File: src/rtl/pipe_pkg.sv
// Shared pipeline constants: Tnew/Tuse encoding, MDU latencies, exception vector,
// and the busy-timer state type.
package pipe_pkg;

  localparam int unsigned T_W = 2;
  localparam logic [T_W-1:0] TUSE_UNUSED = 2'd3;

  localparam int unsigned MULT_CYC_DEF = 5;
  localparam int unsigned DIV_CYC_DEF  = 10;
  localparam int unsigned MD_CNT_W     = 4;

  localparam logic [31:0] EXC_VECTOR = 32'h0000_4180;

  typedef enum logic {StIdle, StBusy} md_state_e;

endpackage

File: src/rtl/md_busy_timer.sv
// Multiply/divide busy timer: loads the operation latency on a start and counts
// down to zero; busy while the count is nonzero.
module md_busy_timer
  import pipe_pkg::*;
#(
  parameter int unsigned MULT_CYC = MULT_CYC_DEF,
  parameter int unsigned DIV_CYC  = DIV_CYC_DEF
) (
  input  logic clk,
  input  logic reset,
  input  logic start,
  input  logic is_div,
  input  logic cancel,
  output logic busy
);

  localparam logic [MD_CNT_W-1:0] MultLoad = MD_CNT_W'(MULT_CYC);
  localparam logic [MD_CNT_W-1:0] DivLoad  = MD_CNT_W'(DIV_CYC);

  md_state_e state_q, state_d;
  logic [MD_CNT_W-1:0] cnt_q, cnt_d;

  always_ff @(posedge clk) begin
    if (reset) begin
      state_q <= StIdle;
      cnt_q   <= '0;
    end else begin
      state_q <= state_d;
      cnt_q   <= cnt_d;
    end
  end

  always_comb begin
    state_d = state_q;
    cnt_d   = cnt_q;
    if (start && !cancel) begin
      // A start while busy reloads; a cancelled start leaves the count alone.
      cnt_d   = is_div ? DivLoad : MultLoad;
      state_d = (cnt_d != '0) ? StBusy : StIdle;
    end else begin
      unique case (state_q)
        StIdle: begin
          cnt_d = '0;
        end
        StBusy: begin
          cnt_d = cnt_q - 1'b1;
          if (cnt_d == '0) begin
            state_d = StIdle;
          end
        end
        default: begin
          state_d = StIdle;
          cnt_d   = '0;
        end
      endcase
    end
  end

  assign busy = (cnt_q != '0);

endmodule

File: src/rtl/pipe_hazard_ctrl.sv
// Central stall/flush controller for the five-stage pipeline: data, MDU and eret
// stalls, plus the exception flush request that overrides them.
module pipe_hazard_ctrl
  import pipe_pkg::*;
#(
  parameter int unsigned MULT_CYC = MULT_CYC_DEF,
  parameter int unsigned DIV_CYC  = DIV_CYC_DEF
) (
  input  logic           clk,
  input  logic           reset,
  input  logic [4:0]     D_rs,
  input  logic [4:0]     D_rt,
  input  logic [T_W-1:0] D_Tuse_rs,
  input  logic [T_W-1:0] D_Tuse_rt,
  input  logic [4:0]     E_A3,
  input  logic [4:0]     M_A3,
  input  logic           E_RegWrite,
  input  logic           M_RegWrite,
  input  logic [T_W-1:0] E_Tnew,
  input  logic [T_W-1:0] M_Tnew,
  input  logic           D_isMD,
  input  logic           E_mdStart,
  input  logic           E_mdIsDiv,
  input  logic           D_eret,
  input  logic           E_mtc0EPC,
  input  logic           M_mtc0EPC,
  input  logic           M_ExcReq,
  output logic           F_en,
  output logic           D_en,
  output logic           E_clr,
  output logic           Req,
  output logic           md_busy
);

  logic rs_used, rt_used;
  logic stall_rs, stall_rt, stall_md, stall_eret, stall;

  // An unused source (Tuse 3) can never be outrun by any Tnew; made explicit here.
  assign rs_used = (D_Tuse_rs != TUSE_UNUSED);
  assign rt_used = (D_Tuse_rt != TUSE_UNUSED);

  assign stall_rs = rs_used && (D_rs != 5'd0) &&
                    ((E_RegWrite && (E_A3 == D_rs) && (E_Tnew > D_Tuse_rs)) ||
                     (M_RegWrite && (M_A3 == D_rs) && (M_Tnew > D_Tuse_rs)));

  assign stall_rt = rt_used && (D_rt != 5'd0) &&
                    ((E_RegWrite && (E_A3 == D_rt) && (E_Tnew > D_Tuse_rt)) ||
                     (M_RegWrite && (M_A3 == D_rt) && (M_Tnew > D_Tuse_rt)));

  assign stall_md   = D_isMD && (E_mdStart || md_busy);
  assign stall_eret = D_eret && (E_mtc0EPC || M_mtc0EPC);
  assign stall      = stall_rs || stall_rt || stall_md || stall_eret;

  assign Req = M_ExcReq && !reset;

  always_comb begin
    F_en  = 1'b1;
    D_en  = 1'b1;
    E_clr = 1'b0;
    if (!Req) begin
      F_en  = !stall;
      E_clr = stall;
    end
  end

  md_busy_timer #(
    .MULT_CYC (MULT_CYC),
    .DIV_CYC  (DIV_CYC)
  ) u_md_timer (
    .clk    (clk),
    .reset  (reset),
    .start  (E_mdStart),
    .is_div (E_mdIsDiv),
    .cancel (Req),
    .busy   (md_busy)
  );

endmodule

File: config.mk
export PLATFORM = sky130hd
export DESIGN_NAME = pipe_hazard_ctrl
export DESIGN_NICKNAME = d
export VERILOG_FILES = /design/src/rtl/pipe_pkg.sv /design/src/rtl/md_busy_timer.sv /design/src/rtl/pipe_hazard_ctrl.sv
export SDC_FILE = /design/constraint.sdc
export NUM_CORES = 1
export LEC_CHECK = 0
export ABC_AREA = 1
export CAP_MARGIN = 40
export CORE_ASPECT_RATIO = 1.4
export CORE_MARGIN = 5
export CORE_UTILIZATION = 40
export DETAILED_ROUTE_END_ITERATION = 8
export HOLD_SLACK_MARGIN = 0.03
export PLACE_DENSITY = 0.85
export SYNTH_ARGS = -nofsm -noshare
export SYNTH_HDL_FRONTEND = slang
export SYNTH_SLANG_ARGS = --single-unit
File: constraint.sdc
create_clock -name clk -period 1.9 [get_ports clk]
set_clock_uncertainty 0.2 [all_clocks]
set_input_delay 0.38 -clock clk [delete_from_list [all_inputs] [get_ports clk]]
set_output_delay 0.38 -clock clk [all_outputs]
set_load 0.05 [all_outputs]
==> key figures, run 1 <==
Clocking
  • Num CTS Buffers: 3
  • CTS tree: yes
  • Clock Sinks: 5
  • CTS root buf: clkbuf_4
  • Worst-Skew Late Latency: 0.24 ns
  • Max clock buf depth: 2
  • CTS H-tree depth: 1
  • CTS clk-pin slew, worst paths: 0.04 ns

Cells and area
  • Fin nets: 258
  • Register area: 100.1 sq um
  • Share of layout cells above drive strength 1: 0.2415
  • Design Area, Final: 1567 sq um
  • Number of diodes: 0
  • Area of the multi-input gates: 785.8 sq um
  • Layout area overhead: 73.65%
  • Fillcell total: 168

Floorplan
  • Initial core utilization: 0.4144
  • Total die area: 3318 sq um
  • Die W: 50.14 microns
  • Chip height: 66.19 microns
  • Num ports: 44
  • Core footprint: 2177 sq um
  • # rows: 20

Timing
  • Final setup vio count: 2
  • Final slew viol count: 0
  • FMAX: 443.3 MHz
  • Final hold violations: 0
  • Fin crit share: 1.187
  • Setup slack after layout: -0.3557 ns
  • Worst-case hold slack: 0.2609 ns
  • Min Tclk post-route: 2.256 ns
  • Unrepaired setup endpoints after global routing: true
  • Final setup TNS: -0.6513 ns

Logic synthesis
  • Synth Cell Area: 902.1 sq um
  • Post-synthesis cell count: 157
  • Synthesized area per cell: 5.746 sq um
  • Syn_nets: 207
  • Post-synth top area share: 0.1872
  • Cell variety after synth: 19
  • Post-Synth Adder-Cell Area: 0.1526
  • Yosys Warn Count: 0
  • Mux contribution to synthesized area: 0
  • Cell taking the most area after synthesis: nand2_1
  • Sequential share of the synthesized area: 0.1110
  • Post-synthesis simple-gate area fraction: 0.3329
  • Compound-gate portion of the synthesized area: 0.09431
  • Top cells by area, synth: nand2_1, ha_1, inv_1
  • XOR/XNOR share of the synthesized area: 0.1553
  • Synthesized flop and latch total: 5
  • Combinational family with the most area after synthesis: simple AND/OR/NAND/NOR gates

GRT
  • Initial antenna violation count: 0
  • Tot GR Track Use: 0.1678
  • Vias in the first global route: 1179
  • Overflow after GRT: 0
  • Pin count of the biggest net entering global routing: 6
  • First-pass GRT wire length: 4.547 mm

Route
  • Post-route ant nets: 0
  • Post-Route WL: 2.692 mm
  • Via count: 1089
  • # DRC: 0
  • Initial DRT Pass Iterations: 4
  • Vias per inst: 4.755
  • 1st-iter DRT viols: 29
  • Routed wire per std cell: 11.76 microns

Setup path
  • Crit path DAT: 1.68 ns
  • R2r setup slk: 0.41 ns
  • Critical path type: in -> out
  • Worst setup SP type: input port
  • Reg2Reg Depth: 7
  • CP Capture Type: primary output
  • Reg2reg end: u_md_timer.cnt_q[2]
  • Critical path peak fanout: 2
  • WP data required: 1.32 ns
  • Crit Reg-Reg Startpoint: u_md_timer.cnt_q[0]

Place
  • DP Worst Slack: -0.8441 ns
  • # port buffers: 42
  • Post-DP HPWL: 2.360 mm
  • GPL Wtd Cong: 0.8339
  • Area after DPL: 1519 sq um

Flow run
  • Number of max-cap violations: 0

Hold path
  • Hold WC Path Type: reg -> reg
  • Hold Path Depth: 2
  • Worst hold endpoint: u_md_timer.state_q
  • Critical hold path startpoint: u_md_timer.state_q

Run status
  • Outcome: finished with violations
  • Failing checks: setup timing

Pwr
  • Pwr dens: 394.6 nW/um^2
  • Leakage: 0.8034 nW
  • Worst vdd ir: 0.0002526 V
-- state kept, by name, summed over array words and instances, names as in the netlist --
signal,flops
u_md_timer.cnt_q,4
u_md_timer.state_q,1
-- through the flow --
step                        util  power, mW  cells
after floorplan                -     0.3119    157
after global placement    0.6977     0.4853    225
after detailed placement  0.6977     0.4969    225
after CTS                 0.7086     0.6119    229
after global routing      0.7195     0.6634    229
final                     0.7195     0.6182    229
-- worst max-delay path: stages --
cell             delay, ns
clkdlybuf4s50_1       0.46
inv_1                 0.06
nor2_1                0.08
nand2_1               0.05
nor2_1                0.10
nand2_1               0.06
nand2_1               0.05
nand2_1               0.06
nand3_2               0.09
nand2_4               0.07
clkinvlp_4            0.08
buf_12                0.13
-- cells in the mapped netlist --
| library cell | instances |
|---|---|
| xor2_1 | 5 |
| a21oi_1 | 9 |
| o21bai_1 | 3 |
| conb_1 | 1 |
| o21a_1 | 1 |
| inv_1 | 31 |
| ha_1 | 11 |
| nor2_1 | 19 |
| inv_2 | 3 |
| or2_1 | 1 |
| buf_4 | 1 |
| nand4_1 | 1 |
| nand3_1 | 6 |
| nand2_2 | 1 |
| nand2_1 | 45 |
| nor2_4 | 1 |
| xnor2_1 | 11 |
| dfxtp_1 | 5 |
| o21ai_0 | 2 |
-- cell families (layout without fill, tap and decap cells) --
| kind of cell | after synthesis | after routing |
|---|---|---|
| simple gates | 74 | 74 |
| flops | 5 | 5 |
| xor+xnor | 16 | 16 |
| buf+inv | 35 | 85 |
| fa+ha+maj | 11 | 11 |
| other cells | 1 | 1 |
| compound gates | 15 | 15 |
-- repair_timing --
item                                    4_1_cts  5_1_grt
pin swaps                                    20       27
gates resized for setup                      53       20
hold buffers                                  0        0
endpoints found under the setup margin        2        2
buffers inserted                              0        1
-- how the worst max path moves through the flow --
| stage | from | end | slack (ns) |
|---|---|---|---|
| after floorplan | D_Tuse_rs[1] | E_clr | -0.20 |
| after global placement | D_Tuse_rt[1] | E_clr | -0.78 |
| after detailed placement | D_Tuse_rt[1] | E_clr | -0.84 |
| after CTS | D_Tuse_rs[1] | E_clr | -0.42 |
| after global routing | D_Tuse_rs[0] | E_clr | -0.44 |
| final | M_RegWrite | E_clr | -0.36 |
-- power breakdown --
group	total, mW	internal, mW	leakage [nW]	switching (mW)
combinational	0.381	0.188	0.747	0.193
clock	0.120	0.0792	0.0150	0.0408
sequential	0.117	0.113	0.0413	0.00422
total	0.618	0.380	0.803	0.238
-- metal layers --
metal / part of all wire / track usage / wire length (microns) / vias to the layer above
met2: 0.58 / 0.3365 / 1548 / 45
met5: 0 / 0 / 0 / -
met4: 0.019 / 0.07869 / 50 / 0
met3: 0.071 / 0.04515 / 190 / 6
li1: - / - / - / 567
met1: 0.34 / 0.1452 / 903 / 471
-- final cells by class --
cell class | count | share of cell area
repair buffers | 47 | 0.3019
flip-flops and latches | 5 | 0.06390
well taps | 22 | 0.01757
inverters | 34 | 0.09824
clock buffers | 4 | 0.01677
multi-input cells | 117 | 0.5016
-- cells in the final DEF, fill, tap and decap left out, drive strengths merged --
cell type and n:
ha 11, xnor2 11, inv 33, buf 16, o21ai 2, dlymetal6s2s 3
dlygate4sd2 18, clkdlybuf4s15 1, dfxtp 5, a21oi 9, xor2 5, nand2 46
nor2 20, clkbuf 4, clkdlybuf4s50 9, clkinvlp 1, o21bai 3, nand3 6
nand4 1, o21a 1, or2 1, conb 1
Note: power is estimated with default switching activity, not from simulation.
==> inputs of run 2 (changes only) <==
--- a/config.mk
+++ b/config.mk
@@ -12,7 +12,7 @@
 export CORE_UTILIZATION = 40
 export DETAILED_ROUTE_END_ITERATION = 8
 export HOLD_SLACK_MARGIN = 0.03
-export PLACE_DENSITY = 0.85
+export PLACE_DENSITY = 0.83
 export SYNTH_ARGS = -nofsm -noshare
 export SYNTH_HDL_FRONTEND = slang
 export SYNTH_SLANG_ARGS = --single-unit
==> key figures, run 2 (synthesized netlist as in run 1, its figures left out) <==
Floorplan
  • Chip height: 66.19 microns (unchanged)
  • Total die area: 3318 sq um (unchanged)
  • Core footprint: 2177 sq um (unchanged)
  • Num ports: 44 (unchanged)
  • Die W: 50.14 microns (unchanged)
  • Initial core utilization: 0.4144 (unchanged)
  • # rows: 20 (unchanged)

Timing
  • FMAX: 452.2 MHz (+2.0%)
  • Final setup TNS: -0.5609 ns (+0.09042 ns)
  • Fin crit share: 1.164 (-0.02343)
  • Final setup vio count: 2 (unchanged)
  • Unrepaired setup endpoints after global routing: true
  • Final slew viol count: 0 (unchanged)
  • Setup slack after layout: -0.3112 ns (+0.04453 ns)
  • Min Tclk post-route: 2.211 ns (-0.04453 ns)
  • Final hold violations: 0 (unchanged)

Cells and area
  • Commonest cells after routing, fill and taps aside: nand2_1, dlygate4sd2_1, inv_1, nor2_1, xnor2_1
  • Design Area, Final: 1577 sq um (+0.64%)
  • Leading registers by flop count: u_md_timer.cnt_q x4, u_md_timer.state_q x1
  • Share of layout cells above drive strength 1: 0.2548 (+0.01326)
  • Most common cell after layout, fill and taps aside: nand2_1
  • Fin nets: 259 (+0.39%)
  • Number of diodes: 0 (unchanged)
  • Max FFs per register: 4 (unchanged)
  • Layout area overhead: 74.76%
  • Final core utilization: 0.7241 (+0.004598)
  • Largest register by flop count: u_md_timer.cnt_q

Clocking
  • CTS root buf: clkbuf_4
  • Num CTS Buffers: 3 (unchanged)
  • CTS clk-pin slew, worst paths: 0.04 ns (about the same)
  • CTS tree: yes
  • Post-CTS setup buffers: 0 (unchanged)
  • Clock Sinks: 5 (unchanged)
  • Worst-Skew Late Latency: 0.25 ns (about the same)
  • CTS H-tree depth: 1 (unchanged)
  • Max clock buf depth: 2 (unchanged)

Route
  • Initial DRT Pass Iterations: 4 (unchanged)
  • Via count: 1095 (+0.55%)
  • # DRC: 0 (unchanged)
  • Post-Route WL: 2.797 mm (+3.9%)
  • 1st-iter DRT viols: 18 (-38%)
  • Vias per inst: 4.761 (+0.11%)
  • Routed wire per std cell: 12.16 microns (+3.4%)
  • Post-route ant nets: 0 (unchanged)

Place
  • GPL Wtd Cong: 0.8564 (+2.7%)
  • # port buffers: 42 (unchanged)
  • Area after DPL: 1534 sq um (+0.99%)
  • Post-DP HPWL: 2.455 mm (+4.0%)

Run status
  • Failing checks: setup timing
  • Outcome: finished with violations

GRT
  • Tot GR Track Use: 0.1771 (+0.009277)
  • First-pass GRT wire length: 4.685 mm (+3.0%)
  • Overflow after GRT: 0 (unchanged)
  • Pin count of the biggest net entering global routing: 6 (unchanged)
  • Met1 usage: 0.1685 (+0.02330)
  • Most Used Layer, Global Route: met2
  • Initial antenna violation count: 0 (unchanged)
  • Vias in the first global route: 1150 (-2.5%)
  • GR Util met2: 0.3774 (+0.04088)
  • GR Util met3: 0.03160 (-0.01354)

Pwr
  • Clock power share: 0.200 (+0.006)
  • Seq pwr share: 0.187 (-0.003)
  • Switch Pwr: 0.2476 mW (+4.0%)
  • Logic pwr share: 0.614 (-0.002)
  • Sw frac: 0.3930 (+0.008148)
  • Pwr dens: 399.5 nW/um^2 (+1.2%)
  • Worst vdd ir: 0.0002325 V (-8.0%)
  • Leakage: 0.7873 nW (-2.0%)
  • Internal power: 0.3823 mW (+0.54%)

Setup path
  • Critical path peak fanout: 2 (unchanged)
  • Crit path DAT: 1.63 ns (-0.05 ns)
  • CP Capture Type: primary output
  • Critical path type: in -> out
  • Worst setup SP type: input port
  • WP data required: 1.32 ns (about the same)

Hold path
  • Hold WC Path Type: reg -> reg

Flow run
  • Number of max-cap violations: 0 (unchanged)
## run 2: area by class of cell
cell class	instances	area [sq um]
Timing Repair Buffer	48	469.2
Multi-Input combinational cell	117	799.5
Clock buffer	4	26.28
Sequential cell	5	100.1
Tap cell	22	27.53
Inverter	34	153.9
Fill cell	202	600.6
## run 2: critical path, cell delays in order
cell and delay, ns:
buf_2 0.11, inv_4 0.07, ha_4 0.19, nand2_1 0.07, inv_1 0.04, nor2_1 0.08, nand2_1 0.06, nor2_1 0.10
nand2_1 0.05, nand2_1 0.06, nand2_1 0.06, nand3_2 0.09, nand2_4 0.07, clkinvlp_4 0.08, buf_12 0.13
## run 2: metrics by stage
| stage | total power [mW] | worst slack [ns] | hold slack, ns | cells |
|---|---|---|---|---|
| 5_1_grt | 0.6813 | -0.4150 | 0.3270 | 230 |
| 3_5_place_dp | 0.5041 | -0.8287 | 0.2515 | 227 |
| 4_1_cts | 0.6271 | -0.3683 | 0.2864 | 231 |
| 2_1_floorplan | 0.3119 | -0.1972 | 0.2331 | 157 |
| 6_report | 0.6299 | -0.3112 | 0.3027 | 230 |
| 3_3_place_gp | 0.4905 | -0.7899 | 0.2451 | 227 |
## run 2: what timing repair did
action / CTS / global route
setup endpoints to repair: 2 / 2
hold buffers: 0 / 0
gates resized for setup: 65 / 14
pin swaps: 18 / 14
cloned: 0 / 0
## run 2: per-layer routing
metal	part of all wire	vias up
met5	0	-
met4	0	0
met3	0.078	0
met2	0.59	41
met1	0.34	482
li1	-	572
## run 2: final timing paths
kind	depth (start not counted)	endpoint	slack [ns]	from
setup reg to reg	7	u_md_timer.state_q	0.33	u_md_timer.cnt_q[0]
hold reg to reg	2	u_md_timer.state_q	0.30	u_md_timer.state_q
setup / recovery	15	E_clr	-0.31	M_Tnew[0]
hold / removal	2	u_md_timer.state_q	0.30	u_md_timer.state_q
## run 2: power by group through the flow
stage | Combinational (mW) | Clock [mW] | Sequential (mW)
6_report | 0.387 | 0.126 | 0.117
5_1_grt | 0.422 | 0.141 | 0.118
4_1_cts | 0.381 | 0.129 | 0.117
3_5_place_dp | 0.385 | 0 | 0.119
3_3_place_gp | 0.372 | 0 | 0.118
2_1_floorplan | 0.194 | 0 | 0.118
==> inputs of run 3 (changes only) <==
--- a/config.mk
+++ b/config.mk
@@ -9,10 +9,10 @@
 export CAP_MARGIN = 40
 export CORE_ASPECT_RATIO = 1.4
 export CORE_MARGIN = 5
-export CORE_UTILIZATION = 40
+export CORE_UTILIZATION = 44
 export DETAILED_ROUTE_END_ITERATION = 8
 export HOLD_SLACK_MARGIN = 0.03
-export PLACE_DENSITY = 0.83
+export PLACE_DENSITY = 0.9
 export SYNTH_ARGS = -nofsm -noshare
 export SYNTH_HDL_FRONTEND = slang
 export SYNTH_SLANG_ARGS = --single-unit
==> constraint.sdc (replaced) <==
create_clock -name clk -period 2.55 [get_ports clk]
set_clock_uncertainty 0.2 [all_clocks]
set_input_delay 0.51 -clock clk [delete_from_list [all_inputs] [get_ports clk]]
set_output_delay 0.51 -clock clk [all_outputs]
set_load 0.05 [all_outputs]
==> key figures, run 3 (synthesized netlist as in run 1, its figures left out) <==
GRT
  • Overflow after GRT: 0 (unchanged)
  • Tot GR Track Use: 0.1969 (+0.01984)
  • Initial antenna violation count: 0 (unchanged)
  • Pin count of the biggest net entering global routing: 7 (+1)
  • First-pass GRT wire length: 4.512 mm (-3.7%)
  • Vias in the first global route: 1210 (+5.2%)

Clocking
  • CTS root buf: clkbuf_4
  • Num CTS Buffers: 3 (unchanged)
  • Hold Buf Count CTS: 0 (unchanged)
  • Clock Sinks: 5 (unchanged)
  • Max clock buf depth: 2 (unchanged)
  • Worst-Skew Late Latency: 0.24 ns (about the same)
  • CTS clk-pin slew, worst paths: 0.04 ns (about the same)
  • CTS H-tree depth: 1 (unchanged)
  • Post-CTS setup buffers: 0 (unchanged)
  • CTS tree: yes

Setup path
  • Reg2reg end: u_md_timer.state_q
  • Crit Reg-Reg Startpoint: u_md_timer.cnt_q[0]
  • R2r setup slk: 1.17 ns (+0.84 ns)
  • Crit path DAT: 1.82 ns (+0.19 ns)
  • WP data required: 1.84 ns (+0.52 ns)
  • Critical path type: in -> out
  • CP Capture Type: primary output
  • Reg2Reg Depth: 6 (-1)
  • Worst setup SP type: input port
  • Critical path peak fanout: 2 (unchanged)

Route
  • Post-route ant nets: 0 (unchanged)
  • Post-Route WL: 2.942 mm (+5.2%)
  • Initial DRT Pass Iterations: 4 (unchanged)
  • # DRC: 0 (unchanged)
  • 1st-iter DRT viols: 11 (-7)
  • Via count: 1101 (+0.55%)
  • Vias per inst: 4.893 (+2.8%)
  • Routed wire per std cell: 13.08 microns (+7.5%)

Timing
  • FMAX: 394.8 MHz
  • Final hold violations: 0 (unchanged)
  • Fin crit share: 0.9934
  • Final slew viol count: 0 (unchanged)
  • Min Tclk post-route: 2.533 ns
  • Final setup vio count: 0 (-2)
  • Unrepaired setup endpoints after global routing: true

Pwr
  • Worst vdd ir: 0.0002842 V (+22%)
  • Leakage: 0.7629 nW (-3.1%)
  • Pwr dens: 297.3 nW/um^2 (-26%)

Flow run
  • Number of max-cap violations: 0 (unchanged)

Hold path
  • Hold WC Path Type: reg -> reg
  • Hold Path Depth: 2 (unchanged)
  • Critical hold path startpoint: u_md_timer.state_q
  • Worst hold endpoint: u_md_timer.state_q

Floorplan
  • Die W: 48.27 microns (-3.7%)
  • Total die area: 3069 sq um (-7.5%)
  • Chip height: 63.58 microns (-4.0%)
  • # rows: 19 (-5.0%)
  • Num ports: 44 (unchanged)
  • Initial core utilization: 0.4572 (+0.04283)
  • Core footprint: 1973 sq um (-9.4%)

Cells and area
  • Cell Count, Final, Fillers Out: 225 (-2.2%)
  • Commonest cells after routing, fill and taps aside: nand2_1, inv_1, dlygate4sd2_1, nor2_1, xnor2_1
  • Design Area, Final: 1499 sq um (-4.9%)
  • Layout area overhead: 66.16%
  • Number of diodes: 0 (unchanged)
  • Share of layout cells above drive strength 1: 0.2108 (-0.04402)
  • Largest register by flop count: u_md_timer.cnt_q
  • Leading registers by flop count: u_md_timer.cnt_q x4, u_md_timer.state_q x1
  • Fillcell total: 153 (-24%)
  • Fin nets: 255 (-1.5%)
  • Most common cell after layout, fill and taps aside: nand2_1
  • Max FFs per register: 4 (unchanged)

Run status
  • Outcome: finished clean

Place
  • GPL Wtd Cong: 0.8574 (+0.12%)
  • Post-DP HPWL: 2.338 mm (-4.8%)
  • Area after DPL: 1395 sq um (-9.1%)
  • # port buffers: 42 (unchanged)
  • Placed insts: 221 (-2.6%)
[run 3: cell types whose count changed in the layout (fill, tap and decap cells not counted), sizes merged]
cell	before	now
buf	18	14
[run 3: repair_timing]
| action | in CTS | in global routing |
|---|---|---|
| setup endpoints to repair | 2 | 2 |
| pin swaps | 24 | 13 |
| resized for setup | 68 | 17 |
[run 3: final cells by class]
| class | instances | area (sq um) | area share |
|---|---|---|---|
| inverter | 34 | 141.4 | 0.09432 |
| timing repair buffer | 44 | 424.2 | 0.2830 |
| clock buffer | 4 | 26.28 | 0.01753 |
| tap | 21 | 26.28 | 0.01753 |
| sequential | 5 | 100.1 | 0.06678 |
| multi-input combinational | 117 | 780.7 | 0.5209 |
[run 3: metrics by stage]
| stage | util | power [mW] | TNS, ns | setup slack [ns] | hold WS (ns) |
|---|---|---|---|---|---|
| global route | 0.7597 | 0.4830 | -0.1712 | -0.1179 | 0.3213 |
| global placement | 0.7070 | 0.3347 | -0.9136 | -0.5092 | 0.2555 |
| finish | 0.7597 | 0.4457 | 0 | 0.01686 | 0.2856 |
| detailed placement | 0.7070 | 0.3413 | -0.9794 | -0.5360 | 0.2835 |
| CTS | 0.7343 | 0.4349 | 0 | 0.0009102 | 0.2902 |
| floorplan | - | 0.2219 | 0 | 0.05402 | 0.2331 |
[run 3: where the power goes]
group | internal, mW | switching (mW) | total [mW] | leakage, nW
clock network | 0.0591 | 0.0309 | 0.0900 | 0.0150
logic | 0.127 | 0.141 | 0.268 | 0.707
registers | 0.0843 | 0.00317 | 0.0875 | 0.0413
total | 0.270 | 0.175 | 0.446 | 0.763
[run 3: critical path, stage by stage]
cell and delay [ns]:
buf_6 0.08, inv_4 0.04, ha_4 0.26, inv_1 0.04, o21bai_1 0.15, nand2_1 0.09, nor2_1 0.11, nand2_1 0.05
nand2_1 0.07, nand2_1 0.06, nand3_2 0.09, nand2_4 0.07, clkinvlp_4 0.08, buf_12 0.13
[run 3: per-layer routing]
metal,up-vias,global-route usage,wire (microns)
met5,-,0,0
met2,34,0.3840,1730
met1,497,0.1817,977
met3,9,0.01709,154
met4,0,0.08418,79
li1,561,-,-
[run 3: worst max-delay path by stage]
stage	start	endpoint	slack, ns	cells past startpoint
floorplan	D_Tuse_rs[1]	E_clr	0.05	12
detailed placement	D_Tuse_rs[1]	E_clr	-0.54	14
finish	D_Tuse_rs[1]	E_clr	0.02	14
global placement	D_Tuse_rs[1]	E_clr	-0.51	14
CTS	D_Tuse_rs[1]	E_clr	0.0009	14
global route	D_Tuse_rs[1]	E_clr	-0.12	14
